[src/rtl/game_state_sequencer.sv]
// Game-flow controller: lives, score, level, invulnerability window and movement/flame gating.
// Defining EXTRA_LIFE_EN adds a bonus life each time the score passes a rising threshold.
module game_state_sequencer #(
`ifdef EXTRA_LIFE_EN
  parameter int EXTRA_LIFE_SCORE   = 1000,
`endif
  parameter int LIVES_INIT         = 3,
  parameter int LIVES_MAX          = 5,
  parameter int INVULN_FRAMES      = 60,
  parameter int LEVEL_PAUSE_FRAMES = 90,
  parameter int MONEY_POINTS       = 50,
  parameter int WALL_POINTS        = 10,
  parameter int SCORE_W            = 16
) (
  input  logic               clk,
  input  logic               reset,
  input  logic               startOfFrame,
  input  logic               start_game,
  input  logic               hit_flames,
  input  logic               hit_mine,
  input  logic               pickup_potion,
  input  logic               pickup_money,
  input  logic               wall_destroyed,
  input  logic               sewer_reached,
  output logic [2:0]         state,
  output logic [2:0]         lives,
  output logic [SCORE_W-1:0] score,
  output logic [3:0]         level,
  output logic               player_en,
  output logic               flames_en,
  output logic               player_visible,
  output logic               level_done,
  output logic               game_over
);

  typedef enum logic [2:0] {
    S_IDLE       = 3'd0,
    S_PLAY       = 3'd1,
    S_HIT        = 3'd2,
    S_LEVEL_DONE = 3'd3,
    S_GAME_OVER  = 3'd4
  } state_t;

  localparam int CNT_MAX = (INVULN_FRAMES > LEVEL_PAUSE_FRAMES) ? INVULN_FRAMES : LEVEL_PAUSE_FRAMES;
  localparam int CNT_W   = $clog2(CNT_MAX + 1);

  localparam logic [2:0]       LIVES_INIT_L = 3'(LIVES_INIT);
  localparam logic [2:0]       LIVES_MAX_L  = 3'(LIVES_MAX);
  localparam logic [CNT_W-1:0] INVULN_L     = CNT_W'(INVULN_FRAMES);
  localparam logic [CNT_W-1:0] PAUSE_L      = CNT_W'(LEVEL_PAUSE_FRAMES);
  localparam logic [CNT_W-1:0] CNT_ONE      = CNT_W'(1);
  localparam logic [SCORE_W:0] MONEY_L      = (SCORE_W + 1)'(MONEY_POINTS);
  localparam logic [SCORE_W:0] WALL_L       = (SCORE_W + 1)'(WALL_POINTS);
`ifdef EXTRA_LIFE_EN
  localparam logic [SCORE_W:0] THR_STEP     = (SCORE_W + 1)'(EXTRA_LIFE_SCORE);
`endif

  state_t             r_state;
  logic [2:0]         r_lives;
  logic [SCORE_W-1:0] r_score;
  logic [3:0]         r_level;
  logic [CNT_W-1:0]   r_cnt;
  logic               r_player_en;
  logic               r_flames_en;
  logic               r_player_visible;
  logic               r_level_done;
  logic               r_game_over;
`ifdef EXTRA_LIFE_EN
  logic [SCORE_W:0]   r_threshold;
  logic [SCORE_W:0]   w_thr_nxt;
`endif

  state_t             w_state_nxt;
  logic [2:0]         w_lives_nxt;
  logic [SCORE_W-1:0] w_score_nxt;
  logic [3:0]         w_level_nxt;
  logic [CNT_W-1:0]   w_cnt_nxt;
  logic               w_level_done_nxt;
  logic               w_hit;
  logic               w_active;
  logic [SCORE_W:0]   w_score_sum;
  logic [SCORE_W-1:0] w_score_sat;

  function automatic logic [2:0] lives_inc(input logic [2:0] l);
    return (l >= LIVES_MAX_L) ? l : l + 3'd1;
  endfunction

  assign w_hit    = hit_flames | hit_mine;
  assign w_active = (r_state == S_PLAY) || (r_state == S_HIT);

  // One spare carry bit is enough because each pickup is worth less than the score range.
  assign w_score_sum = {1'b0, r_score}
                     + (pickup_money   ? MONEY_L : '0)
                     + (wall_destroyed ? WALL_L  : '0);
  assign w_score_sat = w_score_sum[SCORE_W] ? '1 : w_score_sum[SCORE_W-1:0];

  always_comb begin
    // NOTE: every signal driven here gets a default first, so no path can infer a latch.
    w_state_nxt      = r_state;
    w_lives_nxt      = r_lives;
    w_score_nxt      = r_score;
    w_level_nxt      = r_level;
    w_cnt_nxt        = r_cnt;
    w_level_done_nxt = 1'b0;

    case (r_state)
      S_IDLE, S_GAME_OVER: begin
        if (start_game) begin
          w_lives_nxt = LIVES_INIT_L;
          w_score_nxt = '0;
          w_level_nxt = 4'd0;
          w_state_nxt = S_PLAY;
        end
      end
      S_PLAY, S_HIT: begin
        w_score_nxt = w_score_sat;
        if ((r_state == S_PLAY) && w_hit) begin
          // Simultaneous hits cost one life; the hit also pre-empts potion and sewer.
          if (r_lives <= 3'd1) begin
            w_lives_nxt = 3'd0;
            w_state_nxt = S_GAME_OVER;
          end else begin
            w_lives_nxt = r_lives - 3'd1;
            w_cnt_nxt   = INVULN_L;
            w_state_nxt = S_HIT;
          end
        end else begin
          if (pickup_potion) w_lives_nxt = lives_inc(r_lives);
          if (sewer_reached) begin
            w_cnt_nxt        = PAUSE_L;
            w_level_done_nxt = 1'b1;
            w_state_nxt      = S_LEVEL_DONE;
          end else if ((r_state == S_HIT) && startOfFrame) begin
            w_cnt_nxt = r_cnt - CNT_ONE;
            if (r_cnt == CNT_ONE) w_state_nxt = S_PLAY;
          end
        end
      end
      S_LEVEL_DONE: begin
        if (startOfFrame) begin
          w_cnt_nxt = r_cnt - CNT_ONE;
          if (r_cnt == CNT_ONE) begin
            w_level_nxt = (r_level == 4'hF) ? r_level : r_level + 4'd1;
            w_state_nxt = S_PLAY;
          end
        end
      end
      default: w_state_nxt = S_IDLE;
    endcase

`ifdef EXTRA_LIFE_EN
    w_thr_nxt = r_threshold;
    if (((r_state == S_IDLE) || (r_state == S_GAME_OVER)) && start_game) begin
      w_thr_nxt = THR_STEP;
    end else if (w_active && (w_state_nxt != S_GAME_OVER) &&
                 ({1'b0, w_score_nxt} >= r_threshold)) begin
      w_lives_nxt = lives_inc(w_lives_nxt);
      w_thr_nxt   = r_threshold + THR_STEP;
    end
`endif
  end

  // Flags are registered from the next-state values so they change together with state.
  always_ff @(posedge clk) begin
    // NOTE: sequential state uses non-blocking assignments so every register samples pre-edge values.
    if (reset) begin
      r_state          <= S_IDLE;
      r_lives          <= LIVES_INIT_L;
      r_score          <= '0;
      r_level          <= 4'd0;
      r_cnt            <= '0;
      r_player_en      <= 1'b0;
      r_flames_en      <= 1'b0;
      r_player_visible <= 1'b1;
      r_level_done     <= 1'b0;
      r_game_over      <= 1'b0;
`ifdef EXTRA_LIFE_EN
      r_threshold      <= THR_STEP;
`endif
    end else begin
      r_state          <= w_state_nxt;
      r_lives          <= w_lives_nxt;
      r_score          <= w_score_nxt;
      r_level          <= w_level_nxt;
      r_cnt            <= w_cnt_nxt;
      r_player_en      <= (w_state_nxt == S_PLAY) || (w_state_nxt == S_HIT);
      r_flames_en      <= (w_state_nxt == S_PLAY);
      r_player_visible <= (w_state_nxt == S_HIT) ? ~w_cnt_nxt[2] : 1'b1;
      r_level_done     <= w_level_done_nxt;
      r_game_over      <= (w_state_nxt == S_GAME_OVER);
`ifdef EXTRA_LIFE_EN
      r_threshold      <= w_thr_nxt;
`endif
    end
  end

  assign state          = r_state;
  assign lives          = r_lives;
  assign score          = r_score;
  assign level          = r_level;
  assign player_en      = r_player_en;
  assign flames_en      = r_flames_en;
  assign player_visible = r_player_visible;
  assign level_done     = r_level_done;
  assign game_over      = r_game_over;

endmodule

[config.mk]
export PLATFORM = sky130hd
export DESIGN_NAME = game_state_sequencer
export DESIGN_NICKNAME = d
export VERILOG_FILES = /design/src/rtl/game_state_sequencer.sv
export SDC_FILE = /design/constraint.sdc
export NUM_CORES = 1
export LEC_CHECK = 0
export ABC_AREA = 1
export ABC_CLOCK_PERIOD_IN_PS = 2650
export BUFFER_PORTS_ARGS = -buffer_cell sky130_fd_sc_hd__buf_2
export CORE_MARGIN = 4
export CORE_UTILIZATION = 40
export CTS_CLUSTER_DIAMETER = 80
export DETAILED_ROUTE_END_ITERATION = 7
export GPL_TIMING_DRIVEN = 0
export PLACE_DENSITY = 0.63
export REMOVE_ABC_BUFFERS = 1
export SETUP_SLACK_MARGIN = 0.05
export SLEW_MARGIN = 5
export SYNTH_ARGS = -nofsm -noshare
export SYNTH_HDL_FRONTEND = slang
export SYNTH_SLANG_ARGS = --single-unit
[constraint.sdc]
create_clock -name clk -period 2.65 [get_ports clk]
set_clock_uncertainty 0.2 [all_clocks]
set_input_delay 0.3975 -clock clk [delete_from_list [all_inputs] [get_ports clk]]
set_output_delay 0.3975 -clock clk [all_outputs]
set_load 0.005 [all_outputs]
* Word level (Yosys, flattened, before mapping) *
Cells that the tools add are included.

cells by class
  $add $sub $neg = 6
  muxes and demuxes = 31
  magnitude comparators = 2
  reductions and logical operators = 15
  equal/unequal tests = 17
  bitwise logic cells = 4

operators with widths
  kind                                                                    count
  3-bit two-way mux                                                       12
  7-bit two-way mux                                                       5
  16-bit two-way mux                                                      2
  16-bit case mux with 2 select lines                                     1
  4-bit two-way mux                                                       5
  16-bit by 6-bit adder with 17-bit output                                1
  17-bit by 4-bit adder with 17-bit output                                1
  7-bit case mux with 2 select lines                                      1
  3-bit by 2-bit equality test with 1-bit output (second input constant)  3
  3-bit != test (second input constant)                                   3
  3-bit case mux with 3 select lines                                      1
  2-bit != test (second input constant)                                   4
  4-bit case mux with 2 select lines                                      1
  4-bit AND reduction                                                     2
  7-bit by 1-bit equality test with 1-bit output (second input constant)  1
  7-bit by 1-bit subtractor with 7-bit output (second input constant)     1
  3-bit by 1-bit equality test with 1-bit output (second input constant)  2
  3-bit equality test (second input constant)                             2
  6-bit two-way mux                                                       1
  3-bit case mux with 2 select lines                                      1
  2-bit nonzero test                                                      3
  2-bit OR reduction                                                      3
  5-bit AND reduction                                                     1
  4-bit by 1-bit adder with 4-bit output (second input constant)          1
  14 further kinds                                                        17

word-level totals
  output and inout bits = 31
  input port bits = 10
  register bits = 38

* Longest topological paths before layout *
  word-level depth = 9
  mapped depth = 14
  depth with buffers taken out = 13

* Worst setup path after synthesis *
Ideal clock, no wire load.

  path kind = input port to flip-flop
  start = input pickup_money
  end = register r_score[4] (netlist: score[4])
  slack = 0.373 ns
  stages = 14
  arrival time = 2.006 ns
  cell sequence = inv_1 -> fa_1 -> inv_1 -> ha_1 -> ha_1 -> nand3_1 -> nand3_1 -> nand2_1 -> nand2_1 -> nand2_1 -> buf_6 -> o21ai_0 -> nand2_1 -> a21oi_1

on the way
  word-level cells in the longest chain between the ends = 5

RTL lines
  what                                      line  RTL
  from (decl)                               22    input logic pickup_money,
  6-bit two-way mux                         93    + (pickup_money ? MONEY_L : '0)
  16-bit by 6-bit adder with 17-bit output  93
  17-bit by 4-bit adder with 17-bit output  94    + (wall_destroyed ? WALL_L : '0);
  16-bit two-way mux                        95    assign w_score_sat = w_score_sum[SCORE_W] ? '1 : w_score_sum[SCORE_W-1:0];
  16-bit case mux with 2 select lines       106   case (r_state)
  to (signal assigned)                      183   r_score <= w_score_nxt;
  to (decl)                                 60    logic [SCORE_W-1:0] r_score;

Every way passes these cells.
A chain may end at the register's enable or synchronous reset.

* Worst setup path after layout *
  start = register r_score[1] (netlist: score[1])
  end = register r_score[7] (netlist: score[7])

on the way
  word-level cells in the longest chain between the ends = 4

RTL lines
  what                                      line
  16-bit by 6-bit adder with 17-bit output  93
  17-bit by 4-bit adder with 17-bit output  94
  16-bit two-way mux                        95
  16-bit case mux with 2 select lines       106

Every way passes these cells.

==> impl_metrics.tcl <==
set metrics [dict create \
    num-fill-cells 653 \
    synth_area_um2 2570 \
    worst_pin_slew_ns 0.586 \
    ctsResizeCount 0 \
    swShare_pct 37.4 \
    initial_core_util_pct 42.4 \
    clockBufferDepth 2 \
    critical_path.startpoint_type "flop" \
    h-tree-depth 2 \
    maxCapViolations 0 \
    drt_pre_antenna_iters 6 \
    seq_power_share_pct 38.0 \
    die-area_um2 7770 \
    rsz0062_at_grt "no" \
    fp.dieH_um 88.2 \
    powerDensity_nw_per_um2 619 \
    row_count 28 \
    end_kind "flop" \
    synth_most_common_cell "nand2_1" \
    combPwrFrac_pct 34.5 \
    multi_input_area_um2 1570 \
    vdd_drop_max_mv 0.361 \
    cts_hold_buf 0 \
    ys_warn_count 0 \
    cts_tree "done" \
    layout-drive-gt1-share_pct 17.3 \
    clockPowerShare_pct 27.5 \
    yosys-top-cells-area "dfxtp_1 (30%), nand2_1 (16%), a21oi_1 (7.2%)" \
    yosysUniqueCellTypes 35 \
    post-route-min-period_ns 2.33 \
    routed_wl_um 6260 \
    core_area_um2 6060 \
    worstPathRequired_ns 2.68 \
    pin_count 41 \
    dpl.hpwl_um 4620 \
    cts_root_buf "clkbuf_8" \
    report.final.slew_viol_count 0 \
    synth_area_per_cell_um2 6.46 \
    grt_pass1_wl_um 10600 \
    num_vias 2543 \
    p_sw_mw 0.681 \
    clkSlewWorstSetupHoldPaths_ns 0.08 \
    synthArstFlopShare_pct 0 \
    netlist_instances 398 \
    p_leak_nw 1.44 \
    dieWidth_um 88.2 \
    fmax_mhz 430 \
    place_ws_ns -0.102 \
    yosys.area.top_type_share_pct 29.6 \
    min_period_over_period_pct 87.8 \
    grt_max_degree 31 \
    whs_ns 0.218 \
    drc 0 \
    cts.sinks 38 \
    internal-power_mw 1.14 \
    finish.utilization_pct 48.5 \
    synthTopCellsByCount "nand2_1 (112), inv_1 (48), nor2_1 (40)" \
    hp-class "in -> reg" \
    drtIter0Drc 102 \
    grt_use_total_pct 17.1 \
    yosysSeqAreaShare_pct 29.6 \
    grt_antenna_before_repair 0 \
    critPathKind "reg -> reg" \
    portBuffers 40 \
    synth_flop_cell "dfxtp_1" \
    finalSetupViolCount 0 \
    via_per_inst 4.95 \
    synth_area_leader_cell "dfxtp_1" \
    routabilityCongestion 0.840 \
    antenna_cells 0 \
    grt_pass1_vias 2296 \
    status "complete, no violations" \
    worst-path-max-fanout 3 \
    clkLatencyLatePin_ns 0.29 \
    layout.nets 463 \
    cts_buffers 5 \
    synth-edff-count 0 \
    wl_per_cell_um 12.2 \
    area_growth_pct 14.2 \
    ys_ff_latch 38 \
    finalHoldViolCount 0 \
    arrival_ns 2.35 \
    drtAntennaViolNets 0 \
    worst_slack_ns 0.322 \
    overflow 0 \
    finalSetupTns_ns 0 \
    cts_setup_buffers 0 \
    slew_headroom_pct 60.9 \
    register_area_um2 761 \
]
-- worst paths after layout --
path,from,endpoint,slack (ns),cells past startpoint
worst max-delay path,score[1]$_SDFFE_PP0P_,score[7]$_SDFFE_PP0P_,0.32,13
worst min-delay path,start_game,state[2]$_SDFF_PP0_,0.22,4
worst max register to register,score[1]$_SDFFE_PP0P_,score[7]$_SDFFE_PP0P_,0.32,13
worst min register to register,score[0]$_SDFFE_PP0P_,score[0]$_SDFFE_PP0P_,0.27,1
-- per-stage QoR --
step / instance area [um2] / instances / power [mW]
after floorplan: 2520 / 391 / 1.16
after global placement: 2820 / 506 / 1.32
after detailed placement: 2820 / 506 / 1.33
after CTS: 2920 / 514 / 1.84
after global routing: 2940 / 514 / 1.96
final: 2940 / 514 / 1.82
-- final cells by class --
cell class | instances | share of cell area, %
timing repair buffer | 40 | 6.82
inverter | 53 | 6.82
sequential | 38 | 25.9
multi-input combinational | 300 | 53.6
clock buffer | 5 | 2.34
tap | 75 | 3.20
clock inverter | 3 | 1.36
-- state kept, by name, indices dropped and copies added (netlist names) --
| register | cells |
|---|---|
| r_cnt | 7 |
| score | 16 |
| level | 4 |
| player_visible | 1 |
| player_en | 1 |
| level_done | 1 |
| flames_en | 1 |
| state | 3 |
| game_over | 1 |
| lives | 3 |
-- logic make-up (layout without fill, tap and decap cells) --
family	after synthesis	count (layout)	synth area share [%]
buffers and inverters	60	101	9.73
AND/OR/NAND/NOR	215	215	37.8
AO/OA/AOI/OAI	62	62	12.6
adder cells (fa/ha/maj)	15	15	7.59
flip-flops	38	38	29.6
XOR/XNOR	8	8	2.72
-- metal layers --
| metal | track usage, % | part of all wire [%] |
|---|---|---|
| met3 | 3.76 | 4.8 |
| met1 | 23.7 | 51 |
| met2 | 26.5 | 43 |
| met5 | 0 | 0 |
| met4 | 5.49 | 1.8 |
-- critical path: stages (launching register included) --
cell and delay, ns:
dfxtp_1 0.35, inv_1 0.06, fa_1 0.35, inv_1 0.06, ha_1 0.17, ha_1 0.19, nand2_1 0.07, nand2_1 0.08
nand3_1 0.13, nand2_1 0.16, nand3_2 0.12, o21ai_0 0.11, nand2_1 0.07, a21oi_1 0.13
-- power by group through the flow --
stage / Combinational [mW] / Sequential [mW] / Clock, mW
2_1_floorplan: 0.463 / 0.698 / 0
3_3_place_gp: 0.620 / 0.702 / 0
3_5_place_dp: 0.628 / 0.704 / 0
4_1_cts: 0.633 / 0.691 / 0.512
5_1_grt: 0.719 / 0.702 / 0.537
6_report: 0.628 / 0.690 / 0.500
-- placed cells by master, fill, tap and decap left out, drive strengths merged --
cell and count:
xnor2 4, nor2 45, o21ai 20, nor3 2
fa 1, dfxtp 38, o21a 1, o211ai 1
nand2 120, and2 1, a21oi 38, inv 52
o21bai 1, clkinv 3, nand4 6, bufinv 1
buf 40, nand3 39, a21boi 1, ha 14
clkbuf 5, xor2 4, nand3b 2
No activity file was read; power rests on OpenSTA's default activity.
